**config.mk**
```make
export PLATFORM = sky130hd
export DESIGN_NAME = e203_ifu_jalr_sched
export DESIGN_NICKNAME = d
export VERILOG_FILES = /design/src/rtl/e203_ifu_jalr_sched.sv
export SDC_FILE = /design/constraint.sdc
export NUM_CORES = 1
export LEC_CHECK = 0
export CAP_MARGIN = 20
export CELL_PAD_IN_SITES_DETAIL_PLACEMENT = 0
export CELL_PAD_IN_SITES_GLOBAL_PLACEMENT = 1
export CORE_MARGIN = 2
export CORE_UTILIZATION = 21
export DETAILED_ROUTE_END_ITERATION = 12
export PLACE_DENSITY = 0.89
export SLEW_MARGIN = 20
export SYNTH_ARGS = -nofsm -noshare
export SYNTH_HDL_FRONTEND = slang
export SYNTH_SLANG_ARGS = --single-unit
```
**constraint.sdc**
```tcl
create_clock -name clk -period 4.9 [get_ports clk]
set_clock_uncertainty 0.05 [all_clocks]
set_input_delay 1.47 -clock clk [delete_from_list [all_inputs] [get_ports clk]]
set_output_delay 1.47 -clock clk [all_outputs]
set_load 0.02 [all_outputs]
```
**src/rtl/e203_ifu_jalr_sched.sv**
```systemverilog
// IFU branch-prediction sequencer: static taken prediction, target-adder operands,
// and scheduling of the JALR rs1 operand through x0, the x1 path, or a borrowed regfile port.
module e203_ifu_jalr_sched #(
  parameter int XLEN    = 32,
  parameter int PC_SIZE = 32,
  parameter int RFIDX_W = 5
) (
  input  logic               clk,
  input  logic               rst_n,
  input  logic               dec_valid,
  input  logic               dec_jal,
  input  logic               dec_jalr,
  input  logic               dec_bxx,
  input  logic [RFIDX_W-1:0] dec_jalr_rs1idx,
  input  logic [XLEN-1:0]    dec_bjp_imm,
  input  logic [PC_SIZE-1:0] pc,
  input  logic               bpu_fire,
  input  logic               flush,
  input  logic               oitf_empty,
  input  logic               ir_valid,
  input  logic               ir_rs1en,
  input  logic               ir_rdwen,
  input  logic [RFIDX_W-1:0] ir_rdidx,
  input  logic [XLEN-1:0]    rf2bpu_x1,
  input  logic [XLEN-1:0]    rf2bpu_rs1,
  output logic               bpu2rf_rs1_ena,
  output logic               bpu_wait,
  output logic               prdt_taken,
  output logic [PC_SIZE-1:0] prdt_op1,
  output logic [PC_SIZE-1:0] prdt_op2
);

  typedef enum logic [1:0] {
    S_IDLE,
    S_RDRF,
    S_HOLD
  } state_t;

  state_t            r_state;
  logic [XLEN-1:0]   r_rs1_buf;

  logic w_jal;
  logic w_jalr;
  logic w_bxx;
  logic w_jx0;
  logic w_jx1;
  logic w_jxn;
  logic w_x1_dep;
  logic w_xn_dep;
  logic w_port_free;
  logic w_rs1_ena;

  assign w_jal  = dec_valid & dec_jal;
  assign w_jalr = dec_valid & dec_jalr;
  assign w_bxx  = dec_valid & dec_bxx;
  assign w_jx0  = w_jalr & (dec_jalr_rs1idx == RFIDX_W'(0));
  assign w_jx1  = w_jalr & (dec_jalr_rs1idx == RFIDX_W'(1));
  assign w_jxn  = w_jalr & (dec_jalr_rs1idx > RFIDX_W'(1));

  // Any instruction sitting in IR might overwrite an arbitrary rs1, so xn is conservative.
  assign w_x1_dep    = ~oitf_empty | (ir_valid & ir_rdwen & (ir_rdidx == RFIDX_W'(1)));
  assign w_xn_dep    = ~oitf_empty | ir_valid;
  assign w_port_free = ~(ir_valid & ir_rs1en);

  assign w_rs1_ena = (r_state == S_IDLE) & w_jxn & ~w_xn_dep & w_port_free & ~flush;

  assign bpu2rf_rs1_ena = w_rs1_ena;
  assign bpu_wait       = (w_jx1 & w_x1_dep) | (w_jxn & (r_state != S_HOLD));
  assign prdt_taken     = w_jal | w_jalr | (w_bxx & dec_bjp_imm[XLEN-1]);
  assign prdt_op2       = dec_valid ? PC_SIZE'($signed(dec_bjp_imm)) : '0;

  always_comb begin
    prdt_op1 = '0;
    if (w_jal | w_bxx) begin
      prdt_op1 = pc;
    end else if (w_jx1) begin
      prdt_op1 = PC_SIZE'(rf2bpu_x1);
    end else if (w_jxn) begin
      prdt_op1 = PC_SIZE'(r_rs1_buf);
    end
  end

  // Flush beats everything, then a vanished instruction, then the normal request/latch/hold walk.
  always_ff @(posedge clk) begin
    if (!rst_n) begin
      r_state   <= S_IDLE;
      r_rs1_buf <= '0;
    end else if (flush || !dec_valid) begin
      r_state <= S_IDLE;
    end else begin
      case (r_state)
        S_IDLE: if (w_rs1_ena) r_state <= S_RDRF;
        S_RDRF: begin
          r_rs1_buf <= rf2bpu_rs1;
          r_state   <= S_HOLD;
        end
        S_HOLD: if (bpu_fire) r_state <= S_IDLE;
        default: r_state <= S_IDLE;
      endcase
    end
  end

endmodule

```
# After elaboration in Yosys (flattened, before gate mapping)
# Cells that the tools add are included.
# totals
reg_bits	34
inputBits	150
output_inout_bits	67
word_cells	50
# classes
n_lt_le_gt_ge	1
n_eq_ne	7
muxes	7
bitwise	27
n_reduce_logical	6
# ops
operator	count
$mux W32	4
$and A1 B1 Y1	15
$eq A5 B1 Y1 const B	2
$ne A2 B2 Y1 const B	3
$not A1 Y1	6
$or A1 B1 Y1	6
$pmux W2 S3	1
$gt A5 B1 Y1 const B	1
$mux W2	2
$reduce_and A2 Y1	2
$eq A2 B1 Y1 const B	1
$eq A2 B2 Y1 const B	1
$logic_not A2 Y1	1
$reduce_or A2 Y1	1
$logic_not A1 Y1	1
$logic_or A1 B1 Y1	1

# Depth between registers and ports, before layout
# Gate-level depths: netlist (run 1).
# depth
word_depth	8
ltp_mapped	5
mapped_depth_nobuf	3

# Least setup slack after synthesis (run 1)
# No wires, ideal clock.
# synth_path
path_kind	input-to-output
from	input port ir_rdidx[3]
to	output port bpu_wait
t_arrival_ns	2.744
t_required_ns	3.380
setup_slack_ns	0.636
cell_stages	3
path_buffers	0
path_cell_list	or4b_1 -> o31a_1 -> o21ai_0
# synth_between
elab_chain_len	5
# synth_lines
element	line_no	source
from (decl)	23	input logic [RFIDX_W-1:0] ir_rdidx,
$eq A5 B1 Y1	61	assign w_x1_dep = ~oitf_empty | (ir_valid & ir_rdwen & (ir_rdidx == RFIDX_W'(1)));
$and A1 B1 Y1	61	
$or A1 B1 Y1	61	
$and A1 B1 Y1	68	assign bpu_wait = (w_jx1 & w_x1_dep) | (w_jxn & (r_state != S_HOLD));
$or A1 B1 Y1	68	
to (decl)	27	output logic bpu_wait,
# Every way passes these cells.

# Final worst setup path (run 1)
# layout_path
from	input port dec_jalr_rs1idx[3]
to	output port prdt_op1[25]
# layout_between
elab_chain_len	5
word_cells_on_any_way	7
cone_classes	order compare (1); eq/ne (1); mux (3); bitwise (2)
# layout_lines
element	line_no	source
from (decl)	14	input logic [RFIDX_W-1:0] dec_jalr_rs1idx,
$gt A5 B1 Y1	58	assign w_jxn = w_jalr & (dec_jalr_rs1idx > RFIDX_W'(1));
$and A1 B1 Y1	58	
$mux W32	78	end else if (w_jxn) begin
$mux W32 (*)	76	end else if (w_jx1) begin
$mux W32 (*)	74	if (w_jal | w_bxx) begin
to (decl)	29	output logic [PC_SIZE-1:0] prdt_op1,
# Mark *: on every way between the ends. The rest lies on a longest branch, timed or not.

==> results of run 1 <==
## metal layers
metal  vias to the layer above  track usage, %
met4                         0            4.11
met5                         -               0
met3                        10            4.59
li1                       1566               -
met1                      1476            17.4
met2                       143            32.6
## worst paths after layout
check                startpoint       endpoint  slack (ns)  cells past startpoint
min reg2reg        r_rs1_buf[9]   r_rs1_buf[9]        0.41                      2
max reg2reg          r_state[1]  r_rs1_buf[20]        3.08                      4
max          dec_jalr_rs1idx[3]   prdt_op1[25]        0.07                      6
min                r_rs1_buf[9]   r_rs1_buf[9]        0.41                      2
## flip-flops by register name, indices dropped and copies added (netlist names)
register,count
r_state,2
r_rs1_buf,32
## power groups by stage
stage                     clock, mW  combinational (mW)  sequential (mW)
after floorplan                   0              0.0961            0.283
after global placement            0               0.301            0.283
after detailed placement          0               0.302            0.283
after CTS                     0.235               0.293            0.276
after global routing          0.248               0.310            0.276
final                         0.224               0.290            0.276
## final cells by class
type	count	area, sq um
clock buffer	6	82.6
fill	1091	6070
tap	140	175
timing repair buffer	239	2360
clock inverter	2	12.5
multi-input combinational	248	1510
sequential	34	681
## worst max-delay path: cells and delay by family
kind                   cells  cell delay, ns
AOI/OAI and AO/OA          1            0.27
and+or+nand+nor            2            0.66
buffers and inverters      3            0.91
## stage by stage
stage          TNS, ns  cell area, sq um  setup WS (ns)  utilization (%)
2_1_floorplan        0              2360          0.636                -
3_3_place_gp     -4.19              4750         -0.184             43.6
3_5_place_dp     -3.57              4750         -0.161             43.6
4_1_cts              0              4810         0.0559             44.2
5_1_grt              0              4820         0.0231             44.2
6_report             0              4820         0.0654             44.2
## cell usage after synthesis, drive strengths merged, types with 2 or more instances
| cell | number | area (sq um) |
|---|---|---|
| clkbuf | 19 | 71.3 |
| buf | 17 | 139 |
| and4b | 2 | 20.0 |
| nand4 | 33 | 206 |
| dfxtp | 34 | 681 |
| nand2 | 99 | 372 |
| a21boi | 32 | 240 |
| o21ai | 3 | 15.0 |
| or4b | 2 | 20.0 |
| and2 | 32 | 200 |
| nor4 | 2 | 25.0 |
| a32oi | 32 | 280 |
| nand2b | 2 | 12.5 |
## what timing repair did
| action | CTS | global route |
|---|---|---|
| pin swaps | 1 | 0 |
| cloned | 0 | 0 |
| setup endpoints to repair | 33 | 1 |
| resized for setup | 36 | 1 |
## kinds of logic after synthesis
kind of cell           after synthesis
AO/OA/AOI/OAI                       70
buffers and inverters               36
flip-flops                          34
AND/OR/NAND/NOR                    178
==> results.txt, run 1 <==
critical-path maximum fanout: 11
Yosys warnings: 0
initial core utilization: 21.7%
slew margin rel.: 50.1%
Tot Pwr: 0.790 mW
clk_lat worst skew: 0.28 ns
Post-Syn Area per Cell: 7.43 sq um
drt drc: 0
area of the core: 0.0109 sq mm
status: finished clean
Leakage: 1.88 nW
nature of the critical path startpoint: input pin
met2 wire len: 5510 um
Tcrit/Tclk final: 98.7%
fraction of synthesis flops using an asynchronous set or reset pin: 0%
Int Pwr: 0.566 mW
Die Footprint: 0.0121 sq mm
commonest non-fill, non-tap cell in the layout: clkdlybuf4s50_1
Psw: 0.224 mW
sequential area share after synthesis: 28.8%
total gr overflow: 0
Clock Sinks: 34
ant diodes: 0
Die Span Y: 110 um
critical path class: input pin to output port
Required @ worst endpoint: 3.38 ns
Worst-path clk slew: 0.07 ns
pin count of the biggest net entering global routing: 35
Compound-Gate Fraction of Synth Area: 23.7%
Post-CTS Hold Buffers: 0
drt total wl: 10,700 um
Distinct cells, synth: 27
worst hold-check path type: flip-flop to flip-flop
largest family of logic cells by synthesized area: simple AND/OR/NAND/NOR gates
PortBufs: 215
Post-CTS Setup Repair Bufs: 0
critical path's slowest cell: or4_4
gpl congestion: 0.760
hpwl dp: 8320 um
min cycle time layout: 4.83 ns
most frequent cells in the layout: 181 x clkdlybuf4s50_1, 99 x nand2_1, 34 x dfxtp_1
Worst EP arrival: 3.31 ns
cell count after synthesis: 318
dpl cells: 661
Post-Synth Adder-Cell Area: 0%
Clk pwr share: 28.3%
TritonCTS Buffers: 5
syn_nets: 468
Seq pwr share: 35.0%
CTS tree: yes
die width: 110 um
Final Hold Vio Count: 0
final net count: 678
share of cells above drive strength 1: 7.75%
Routed Antenna Nets: 0
vias per inst: 4.78
clock root buffer master: clkbuf_8
maxcap violations: 0
antenna violations before repair: 0
Via Count: 3,195
Post-Synth XOR/XNOR Area: 0%
maximum operating frequency: 207 MHz
Sw Ratio: 28.4%
slew at the pin closest to its max-slew limit: 0.744 ns
RSZ-0062 raised after global routing: false
combinational share of power: 36.7%
row count: 38
ys flop type: dfxtp_1
worst hold margin: 0.409 ns
metal3 WL: 1050 um
DRT iter0 DRCs: 118
Final Setup Violations: 0
crit-path cells: clkdlybuf4s50_1 > or4_4 > buf_12 > a32oi_1 > nand2_1 > dlygate4sd2_1
CTS Buffer Depth: 2
Global Route Usage Sum: 16.7%
post-synthesis mux area share: 0%
count of flip-flops with a built-in enable after synthesis: 0
maximum VDD drop: 0.0790 mV
CTS H-tree lvls: 2
Routed WL per cell: 16.0 um
top sig layer: met4
vias in the first global route: 3,167
CP max stage delay: 0.58 ns
first-pass GRT wire length: 15,700 um
io pins: 217
count of pins over their slew limit: 0
synthesized flop and latch total: 34
pwr/cell area: 164 mW/mm^2
Pre-Repair DR Iteration Count: 4
Layout area overhead: 104%
final std cells w/o fill: 669
Setup crit end kind: output port
Cell Area, Synth: 0.00236 sq mm
DRT met1 WL: 4040 um
area share of and/or/nand/nor cells after synthesis: 38.6%
Note: power is estimated with default switching activity, not from simulation.
==> inputs of run 2 (changes only) <==
--- a/config.mk
+++ b/config.mk
@@ -5,13 +5,15 @@
 export SDC_FILE = /design/constraint.sdc
 export NUM_CORES = 1
 export LEC_CHECK = 0
+export ABC_AREA = 1
+export ABC_CLOCK_PERIOD_IN_PS = 4900
 export CAP_MARGIN = 20
 export CELL_PAD_IN_SITES_DETAIL_PLACEMENT = 0
 export CELL_PAD_IN_SITES_GLOBAL_PLACEMENT = 1
 export CORE_MARGIN = 2
 export CORE_UTILIZATION = 21
 export DETAILED_ROUTE_END_ITERATION = 12
-export PLACE_DENSITY = 0.89
+export PLACE_DENSITY = 0.91
 export SLEW_MARGIN = 20
 export SYNTH_ARGS = -nofsm -noshare
 export SYNTH_HDL_FRONTEND = slang
==> run 2 against run 1 <==
Compared with the run above: sequential power about the same; register-to-register slack better by 0.04 ns; sequential share of layout area down 0.73 points; clock power up 29%; hold slack better by 0.021 ns; critical path type unchanged; power up 11%.
==> results.txt, run 2 <==
vias in the first global route: 3,523 (+11%)
CTS tree: yes
initial core utilization: 21.3% (-0.38 points)
reg-to-reg slack, setup: 3.12 ns (+0.04 ns)
final net count: 819 (+21%)
slew at the pin closest to its max-slew limit: 0.569 ns (-0.175 ns)
Setup crit end: prdt_op2[28]
biggest regs: r_rs1_buf x32, r_state x2
CTS H-tree lvls: 2 (unchanged)
pwr/cell area: 172 mW/mm^2 (+5.0%)
Biggest register: r_rs1_buf
count of pins over their slew limit: 0 (unchanged)
DRT iter0 DRCs: 161 (+36%)
RSZ-0062 raised after global routing: false
share of cells above drive strength 1: 5.83% (-1.9 points)
Die Footprint: 0.0130 sq mm (+7.2%)
Int Pwr: 0.639 mW (+13%)
Leakage: 2.65 nW (+41%)
Psw: 0.236 mW (+5.1%)
row count: 40 (+5.3%)
most frequent cell after synthesis: nand2_1
Clk pwr share: 33.0% (+4.7 points)
Via Count: 3,637 (+14%)
CTS Buffer Depth: 2 (unchanged)
RR Endpoint: r_rs1_buf[29]
cell count after synthesis: 459 (+44%)
Worst EP arrival: 3.20 ns (-0.11 ns)
pin count of the biggest net entering global routing: 34 (-2.9%)
commonest non-fill, non-tap cell in the layout: clkdlybuf4s50_1
Routed WL per cell: 14.0 um (-13%)
Die Span Y: 114 um (+3.5%)
total gr overflow: 0 (unchanged)
post-route setup slack: 0.177 ns (+0.112 ns)
top cells by area, synth: dfxtp_1 27%, nand2_1 25%, nor2_1 10%, nand4_1 8.1%, nand3_1 6.9%
maximum operating frequency: 212 MHz (+2.4%)
commonest cells in the netlist: 168 x nand2_1, 70 x nor2_1, 38 x inv_1
nature of the critical path startpoint: input pin
slew margin rel.: 62.1% (+12 points)
Final Setup Violations: 0 (unchanged)
Core Util, Final: 42.6% (-1.6 points)
fraction of synthesis flops using an asynchronous set or reset pin: 0% (unchanged)
Yosys warnings: 0 (unchanged)
hold_sp: r_rs1_buf[19]
critical-path maximum fanout: 23 (+12)
PortBufs: 215 (unchanged)
worst r2r path cells: 5 (+1)
Required @ worst endpoint: 3.38 ns (about the same)
gpl congestion: 0.841 (+11%)
count of flip-flops with a built-in enable after synthesis: 0 (unchanged)
Pre-Repair DR Iteration Count: 4 (unchanged)
area occupied by multi-input gates: 0.00153 sq mm (+1.2%)
worst hold-check path type: flip-flop to flip-flop
critical path's slowest cell: clkdlybuf4s50_1
combinational share of power: 35.3% (-1.4 points)
Yosys top cell area share: 26.8% (-2.0 points)
Layout area overhead: 99.9%
Setup Total Neg Slack: 0 ns (unchanged)
Sw Ratio: 27.0% (-1.4 points)
TritonCTS Buffers: 5 (unchanged)
Synth area leader: dfxtp_1
Seq pwr share: 31.7% (-3.3 points)
vias per inst: 4.45 (-6.8%)
first-pass GRT wire length: 17,600 um (+12%)
drt drc: 0 (unchanged)
register area: 681 sq um (unchanged)
antenna violations before repair: 1 (+1)
Setup crit end kind: output port
Post-CTS Hold Buffers: 0 (unchanged)
ys flop type: dfxtp_1
crit-path cells: clkdlybuf4s50_1 > buf_4 > buf_4 > nand2_1 > inv_1 > clkdlybuf4s50_1
Reg2Reg Launch Point: r_state[1]
Global Route Usage Sum: 17.0% (+0.35 points)
status: finished clean
most frequent cells in the layout: 180 x clkdlybuf4s50_1, 168 x nand2_1, 70 x nor2_1
Worst-path clk slew: 0.05 ns (-0.02 ns)
max FFs per register: 32 (unchanged)
Cell Area, Synth: 0.00254 sq mm (+7.5%)
io pins: 217 (unchanged)
clk_lat worst skew: 0.27 ns (about the same)
Final Hold Vio Count: 0 (unchanged)
hold depth: 2 (unchanged)
critical path class: input pin to output port
hpwl dp: 9310 um (+12%)
CP max stage delay: 0.60 ns (+0.02 ns)
min cycle time layout: 4.72 ns (-0.112 ns)
pre-CTS setup slack: -0.0523 ns (+0.108 ns)
Routed Antenna Nets: 0 (unchanged)
clock root buffer master: clkbuf_16
Distinct cells, synth: 22 (-19%)
Worst Setup SP: dec_valid
area of the core: 0.0119 sq mm (+9.4%)
maximum VDD drop: 0.103 mV (+30%)
drt total wl: 11,500 um (+6.8%)
maxcap violations: 0 (unchanged)
die width: 114 um (+3.5%)
Post-Syn Area per Cell: 5.53 sq um (-26%)
Tcrit/Tclk final: 96.4% (-2.3 points)
syn_nets: 609 (+30%)
sequential area share after synthesis: 26.8% (-2.0 points)
Fillers: 1,264 (+16%)
Clock Sinks: 34 (unchanged)
synthesized flop and latch total: 34 (unchanged)
Post-CTS Setup Repair Bufs: 0 (unchanged)
## run 2: changes by cell type after synthesis, sizes merged, moves of 32 or more
cell | previous run | this run
nor2 | 0 | 74
nand2 | 99 | 170
inv | 0 | 40
nand3 | 0 | 36
a21boi | 32 | 0
a32oi | 32 | 0
and2 | 32 | 0
## run 2: power by group through the flow
| stage | clock (mW) | combinational [mW] | sequential (mW) |
|---|---|---|---|
| finish | 0.289 | 0.308 | 0.277 |
| global route | 0.317 | 0.330 | 0.277 |
| CTS | 0.300 | 0.314 | 0.277 |
| detailed placement | 0 | 0.317 | 0.283 |
| global placement | 0 | 0.314 | 0.283 |
| floorplan | 0 | 0.107 | 0.283 |
## run 2: worst max-delay path, delay by kind of cell
| kind | cells | cell delay (ns) |
|---|---|---|
| AND/OR/NAND/NOR | 1 | 0.11 |
| buffers and inverters | 5 | 1.62 |
## run 2: layer usage
layer  vias to the layer above  track usage [%]  routed length (um)  part of all wire (%)
li1                       1871                -                   -                     -
met1                      1658             20.6                4720                    41
met2                       100             31.3                5960                    52
met3                         8             3.29                 675                   5.9
met4                         0             3.50                  97                  0.85
met5                         -                0                   0                     0
## run 2: worst min path at each step
stage | end
floorplan | r_rs1_buf[0]
global placement | r_rs1_buf[22]
detailed placement | r_rs1_buf[26]
CTS | r_rs1_buf[26]
global route | r_rs1_buf[10]
finish | r_rs1_buf[19]
## run 2: final cells by class
cell class	count	share of cell area, %
Multi-Input combinational cell	350	30.1
Sequential cell	34	13.4
Clock buffer	7	2.61
Timing Repair Buffer	237	47.2
Antenna cell	1	0.0493
Inverter	41	3.06
Tap cell	147	3.62
## run 2: cells by family (layout without fill, tap and decap cells)
kind of cell,count (synthesis),in the layout,synth area share (%)
compound gates,35,35,7.04
buf+inv,75,285,13.3
flops,34,34,26.8
simple gates,315,315,52.9
other cells,0,1,0
## run 2: repair_timing
item | in CTS | in global routing
endpoints found under the setup margin | 18 | 17
endpoints found under the hold margin | 0 | 0
gates resized for setup | 18 | 17
## run 2: through the flow
step	hold WS, ns	total power, mW	cells	cell area [sq um]
floorplan	0.405	0.390	459	2540
global placement	0.415	0.597	809	4920
detailed placement	0.423	0.601	809	4920
CTS	0.435	0.891	816	5040
global route	0.457	0.923	816	5070
finish	0.430	0.875	817	5080
